===== src/rtl/uart_rx_mmio_if.sv =====
// Bus bundle between rx_uart/CPU and the uart_rx_mmio receive peripheral.
// master drives the receive strobe and read request; slave returns the read response.
interface uart_rx_mmio_if;
   logic        rx_valid;
   logic [7:0]  rx_data;
   logic        rd_en;
   logic [31:0] rd_addr;
   logic [31:0] rd_data;
   logic        rd_hit;

   modport master (
      output rx_valid, rx_data, rd_en, rd_addr,
      input  rd_data, rd_hit
   );

   modport slave (
      input  rx_valid, rx_data, rd_en, rd_addr,
      output rd_data, rd_hit
   );
endinterface


===== src/rtl/uart_rx_mmio.sv =====
// Memory-mapped UART receive FIFO: DATA at BASE_ADDR, STATUS at BASE_ADDR+4.
// Optional macro UART_RX_IRQ_EN adds a registered o_irq = (nonempty | overflow).
module uart_rx_mmio #(
   parameter logic [31:0] BASE_ADDR  = 32'h0000_F000,
   parameter int unsigned DEPTH_LOG2 = 4
) (
   input  logic                 clk,
   input  logic                 i_reset,
`ifdef UART_RX_IRQ_EN
   output logic                 o_irq,
`endif
   uart_rx_mmio_if.slave        bus_io
);

   localparam int unsigned Depth = 1 << DEPTH_LOG2;
   localparam int unsigned PtrW  = DEPTH_LOG2;
   localparam int unsigned CntW  = DEPTH_LOG2 + 1;

   logic [7:0]      mem_q [Depth];
   logic [PtrW-1:0] wr_ptr_q, wr_ptr_d;
   logic [PtrW-1:0] rd_ptr_q, rd_ptr_d;
   logic [CntW-1:0] count_q, count_d;
   logic            overflow_q, overflow_d;
   logic [31:0]     rd_data_q, rd_data_d;
   logic            rd_hit_q, rd_hit_d;

   logic data_sel, stat_sel, full, nonempty, pop, push, ovf_evt;

   always_comb begin
      data_sel = bus_io.rd_en && (bus_io.rd_addr == BASE_ADDR);
      stat_sel = bus_io.rd_en && (bus_io.rd_addr == BASE_ADDR + 32'd4);
      full     = (count_q == CntW'(Depth));
      nonempty = (count_q != '0);
      pop      = data_sel && nonempty;
      // A same-cycle pop frees a slot, so a push into a full FIFO is still accepted.
      push     = bus_io.rx_valid && (!full || pop);
      ovf_evt  = bus_io.rx_valid && full && !pop;

      wr_ptr_d = push ? wr_ptr_q + PtrW'(1) : wr_ptr_q;
      rd_ptr_d = pop  ? rd_ptr_q + PtrW'(1) : rd_ptr_q;

      count_d = count_q;
      unique case ({push, pop})
         2'b10:   count_d = count_q + CntW'(1);
         2'b01:   count_d = count_q - CntW'(1);
         default: count_d = count_q;
      endcase

      overflow_d = overflow_q;
      if (stat_sel) overflow_d = 1'b0;
      if (ovf_evt)  overflow_d = 1'b1;

      rd_hit_d  = data_sel || stat_sel;
      rd_data_d = '0;
      if (data_sel) begin
         rd_data_d = {24'b0, nonempty ? mem_q[rd_ptr_q] : 8'h00};
      end else if (stat_sel) begin
         rd_data_d = {16'b0, 8'(count_q), 5'b0, overflow_q, full, nonempty};
      end
   end

   always_ff @(posedge clk) begin
      if (i_reset) begin
         wr_ptr_q   <= '0;
         rd_ptr_q   <= '0;
         count_q    <= '0;
         overflow_q <= 1'b0;
         rd_data_q  <= '0;
         rd_hit_q   <= 1'b0;
      end else begin
         wr_ptr_q   <= wr_ptr_d;
         rd_ptr_q   <= rd_ptr_d;
         count_q    <= count_d;
         overflow_q <= overflow_d;
         rd_data_q  <= rd_data_d;
         rd_hit_q   <= rd_hit_d;
      end
   end

   // Storage is not reset; only the pointers and count define its contents.
   always_ff @(posedge clk) begin
      if (!i_reset && push) begin
         mem_q[wr_ptr_q] <= bus_io.rx_data;
      end
   end

   assign bus_io.rd_data = rd_data_q;
   assign bus_io.rd_hit  = rd_hit_q;

`ifdef UART_RX_IRQ_EN
   logic irq_q;

   always_ff @(posedge clk) begin
      if (i_reset) begin
         irq_q <= 1'b0;
      end else begin
         irq_q <= (count_d != '0) || overflow_d;
      end
   end

   assign o_irq = irq_q;
`endif

endmodule


===== src/flat_wrapper.sv =====
// flat-port wrapper written by rule: the top's interface ports become plain ports
module uart_rx_mmio_flat 
#(
   parameter logic [31:0] BASE_ADDR  = 32'h0000_F000,
   parameter int unsigned DEPTH_LOG2 = 4
)
  (clk, i_reset, bus_io_rx_valid, bus_io_rx_data, bus_io_rd_en, bus_io_rd_addr, bus_io_rd_data, bus_io_rd_hit);
  uart_rx_mmio_if bus_io_i ();
  input  logic clk;
  input  logic i_reset;
  input wire logic [$bits(bus_io_i.rx_valid)-1:0] bus_io_rx_valid;
  input wire logic [$bits(bus_io_i.rx_data)-1:0] bus_io_rx_data;
  input wire logic [$bits(bus_io_i.rd_en)-1:0] bus_io_rd_en;
  input wire logic [$bits(bus_io_i.rd_addr)-1:0] bus_io_rd_addr;
  output wire logic [$bits(bus_io_i.rd_data)-1:0] bus_io_rd_data;
  output wire logic [$bits(bus_io_i.rd_hit)-1:0] bus_io_rd_hit;
  assign bus_io_i.rx_valid = bus_io_rx_valid;
  assign bus_io_i.rx_data = bus_io_rx_data;
  assign bus_io_i.rd_en = bus_io_rd_en;
  assign bus_io_i.rd_addr = bus_io_rd_addr;
  assign bus_io_rd_data = bus_io_i.rd_data;
  assign bus_io_rd_hit = bus_io_i.rd_hit;
  uart_rx_mmio #(.BASE_ADDR(BASE_ADDR), .DEPTH_LOG2(DEPTH_LOG2)) u_core (.clk(clk), .i_reset(i_reset), .bus_io(bus_io_i));
endmodule

===== config.mk =====
export PLATFORM = sky130hd
export DESIGN_NAME = uart_rx_mmio_flat
export DESIGN_NICKNAME = d
export VERILOG_FILES = /design/src/rtl/uart_rx_mmio_if.sv /design/src/rtl/uart_rx_mmio.sv /design/src/flat_wrapper.sv
export SDC_FILE = /design/constraint.sdc
export NUM_CORES = 1
export LEC_CHECK = 0
export CORE_AREA = 2 2 140 142
export CTS_BUF_LIST = sky130_fd_sc_hd__clkbuf_8
export CTS_CLUSTER_SIZE = 10
export DETAILED_ROUTE_END_ITERATION = 12
export DIE_AREA = 0 0 142 144
export GPL_ROUTABILITY_DRIVEN = 0
export HOLD_SLACK_MARGIN = 0.1
export PLACE_DENSITY = 0.63
export SLEW_MARGIN = 20
export SYNTH_ARGS = -nofsm -noshare
export SYNTH_HDL_FRONTEND = slang
export SYNTH_SLANG_ARGS = --single-unit

===== constraint.sdc =====
create_clock -name clk -period 3.2 [get_ports clk]
set_input_delay 0.64 -clock clk [delete_from_list [all_inputs] [get_ports clk]]
set_output_delay 0.64 -clock clk [all_outputs]
set_load 0.05 [all_outputs]

==> run_results.csv <==
group,metric,value,unit
yosys,synth_edf_count,128,
floorplanning,initial_core_util,0.343,
floorplanning,core,19100,um^2
timing,setup_ws,0.329,ns
global_route,antenna_found_initial,0,
yosys,synth_most_common_cell,"edfxtp_1",
place,dp_slack,-0.145,ns
setup_path,cp.arrival,3.22,ns
setup_path,rrSetupSlack,0.64,ns
power_and_ir_drop,leakage,2.70,nW
timing,fmax,348,MHz
timing,fin_skew,0.0151,ns
setup_path,critPathRequiredTime,3.55,ns
place,numPortBuffers,57,
final_layout,finalNetCount,506,
yosys,synthArstFlopShare,0,
timing,period_share,0.897,
final_layout,final_cells,706,
setup_path,crit_path_start_kind,"primary input",
clock_network,clock_sinks,160,
final_layout,drive_above_1_share,0.244,
clock_network,htreeDepth,4,
place,dp_hpwl,8540,um
timing,finalSetupTns,0,ns
routing,drc_errors,0,
clock_network,cts_repair_resize_count,0,
clock_network,cts_tree,"yes",
yosys,ys_types,50,
min_path,hold_end,"u_core.bus_io.rd_data[2]",
run,drv_cap,0,
setup_path,slowest_stage,"clkdlybuf4s50_1",
yosys,ys_ff_latch,160,
setup_path,r2r_cells,9,
routing,drt_iter0_markers,272,
setup_path,worstSetupEndpointType,"flop",
yosys,synth_cells,366,
routing,vias,3411,
routing,viasPerCell,4.83,
floorplanning,die_area,20400,um^2
min_path,hold_depth,2,
yosys,syn_area,6540,um^2
routing,first_pass_iters,4,
final_layout,diodes,0,
timing,hold_viol_final,0,
routing,ant_nets,0,
timing,maxSlewViolCount,0,
clock_network,clkLatencyLatePin,0.46,ns
clock_network,cts_hold_buf,0,
setup_path,crit_chain,"clkdlybuf4s50_1, nor4b_4, nand4_4, buf_4, nor4_2, xor2_1, ha_1, and4_1, a31oi_1, mux2i_1, mux2_1",
global_route,grt_pass1_vias,3509,
floorplanning,die_h,144,um
outcome,outcome,"completed",
timing,timing.final.crit_period,2.87,ns
global_route,grt_max_degree,33,
place,post-place-cells,674,
floorplanning,die_width,142,um
yosys,yosys_warnings,0,
min_path,hp-class,"flop to flop",
final_layout,area_growth,23.5,%
yosys,ys.flop_type,"edfxtp_1",
clock_network,cts_root_buf,"clkbuf_8",
power_and_ir_drop,max-vdd-ir-drop,0.000258,V
routing,routedWlPerCell,17.7,um
power_and_ir_drop,power,3.97,mW
yosys,synth.largest_area_cell,"edfxtp_1",
timing,setup_violations,0,
final_layout,nFillCells,1651,
clock_network,numCtsBuffers,17,
yosys,yosys.area.top_type_share,0.588,
clock_network,cts_setup_buffers,0,
clock_network,clk_pin_slew,0.09,ns
yosys,synth_area_leaders,"edfxtp_1 (59%), mux4_2 (14%), dfxtp_1 (9.8%), buf_4 (2.2%), and3_1 (1.4%)",
setup_path,cp_slowest_stage_delay,0.44,ns
yosys,synth_common_cells,"edfxtp_1 (128), mux4_2 (40), dfxtp_1 (32)",
setup_path,r2r_end,"u_core.count_q[4]",
setup_path,crit_path_max_fanout,7,
setup_path,crit_type,"primary input to flop",
timing,tightest_slew,0.709,ns
setup_path,r2r-start,"u_core.count_q[1]",
yosys,avgSynthCellArea,17.9,um^2
timing,rsz0062_at_grt,"false",
global_route,grt_overflow,0,
min_path,holdCritStartpoint,"u_core.overflow_q",
power_and_ir_drop,pwr_density_cell,492,nW/um^2
timing,max_slew_margin,0.526,
global_route,groute.usage.overall,0.130,
floorplanning,rows,51,
floorplanning,boundaryPins,77,
clock_network,clk_path_buf_depth,2,
yosys,yosysSeqAreaShare,0.686,
routing,drt_wl_total,12500,um
global_route,grt_pass1_wl,19500,um
[sequential cells by signal, indices dropped and copies added (netlist names), named ones only]
name and flops:
u_core.bus_io.rd_data 13, u_core.wr_ptr_q 4, u_core.overflow_q 1, u_core.mem_q 128, u_core.rd_ptr_q 4, u_core.bus_io.rd_hit 1
u_core.count_q 5
[routing by layer]
layer / up-vias / GRT usage / part of all wire / wire [um]
met5: - / 0 / 0 / 0
met4: 0 / 0.0453 / 0.014 / 173
met3: 12 / 0.0291 / 0.032 / 397
met2: 71 / 0.223 / 0.51 / 6380
met1: 1742 / 0.163 / 0.44 / 5570
li1: 1586 / - / - / -
[worst max-delay path by stage]
stage / startpoint / to / slack, ns / cells after the start
after floorplan: bus_io_rd_addr[7] / u_core.count_q[4] / 0.24 / 10
after global placement: bus_io_rd_addr[24] / u_core.count_q[4] / -0.07 / 10
after detailed placement: bus_io_rd_addr[16] / u_core.count_q[4] / -0.15 / 11
after CTS: bus_io_rd_addr[16] / u_core.count_q[4] / 0.34 / 11
after global routing: bus_io_rd_addr[23] / u_core.count_q[4] / 0.14 / 11
final: bus_io_rd_addr[1] / u_core.count_q[4] / 0.33 / 11
[cells by family after synthesis]
logic type / after synthesis / share of synthesized area
xor gates and xnor gates: 8 / 0.0107
AOI/OAI and AO/OA: 20 / 0.0205
buffers and inverters: 40 / 0.0350
adders and majority gates: 7 / 0.0134
other: 1 / 0.000574
DFF: 160 / 0.686
muxes: 43 / 0.143
and+or+nand+nor: 87 / 0.0913
[cells in the final DEF (no fill, tap or decap), types with 7 or more instances in the layout]
cell type,count
edfxtp_1,128
mux4_2,40
and2_1,7
clkdlybuf4s50_1,57
dfxtp_1,31
clkbuf_8,17
buf_4,14
and3_1,15
ha_1,7
conb_1,19
buf_12,15
nor2b_1,7
nor2_1,21
[where the power goes]
part	internal [mW]	total (mW)	switching [mW]
combinational	0.0918	0.223	0.131
sequential	2.26	2.27	0.0112
clock	0.657	1.48	0.822
total	3.01	3.97	0.965
[final cells by class]
cell class	count	area (um^2)	share of cell area
clock buffers	17	234	0.0290
flip-flops and latches	160	4490	0.555
clock inverters	15	169	0.0209
repair buffers	86	976	0.121
well taps	238	298	0.0369
inverters	6	22.5	0.00279
multi-input cells	184	1890	0.234
[worst max-delay path: cells and delay by family]
family          cells  cell delay (ns)
simple gates        4             1.01
buf+inv             2             0.62
mux                 2             0.49
fa+ha+maj           1             0.22
xor+xnor            1             0.18
compound gates      1             0.04
[metrics by stage]
stage,cell area [um^2],util,hold WS (ns)
after floorplan,6610,-,0.425
after global placement,7670,0.402,0.486
after detailed placement,7670,0.402,0.482
after CTS,8080,0.423,0.501
after global routing,8080,0.423,0.532
final,8080,0.423,0.495
(Power assumes the default switching activity.)
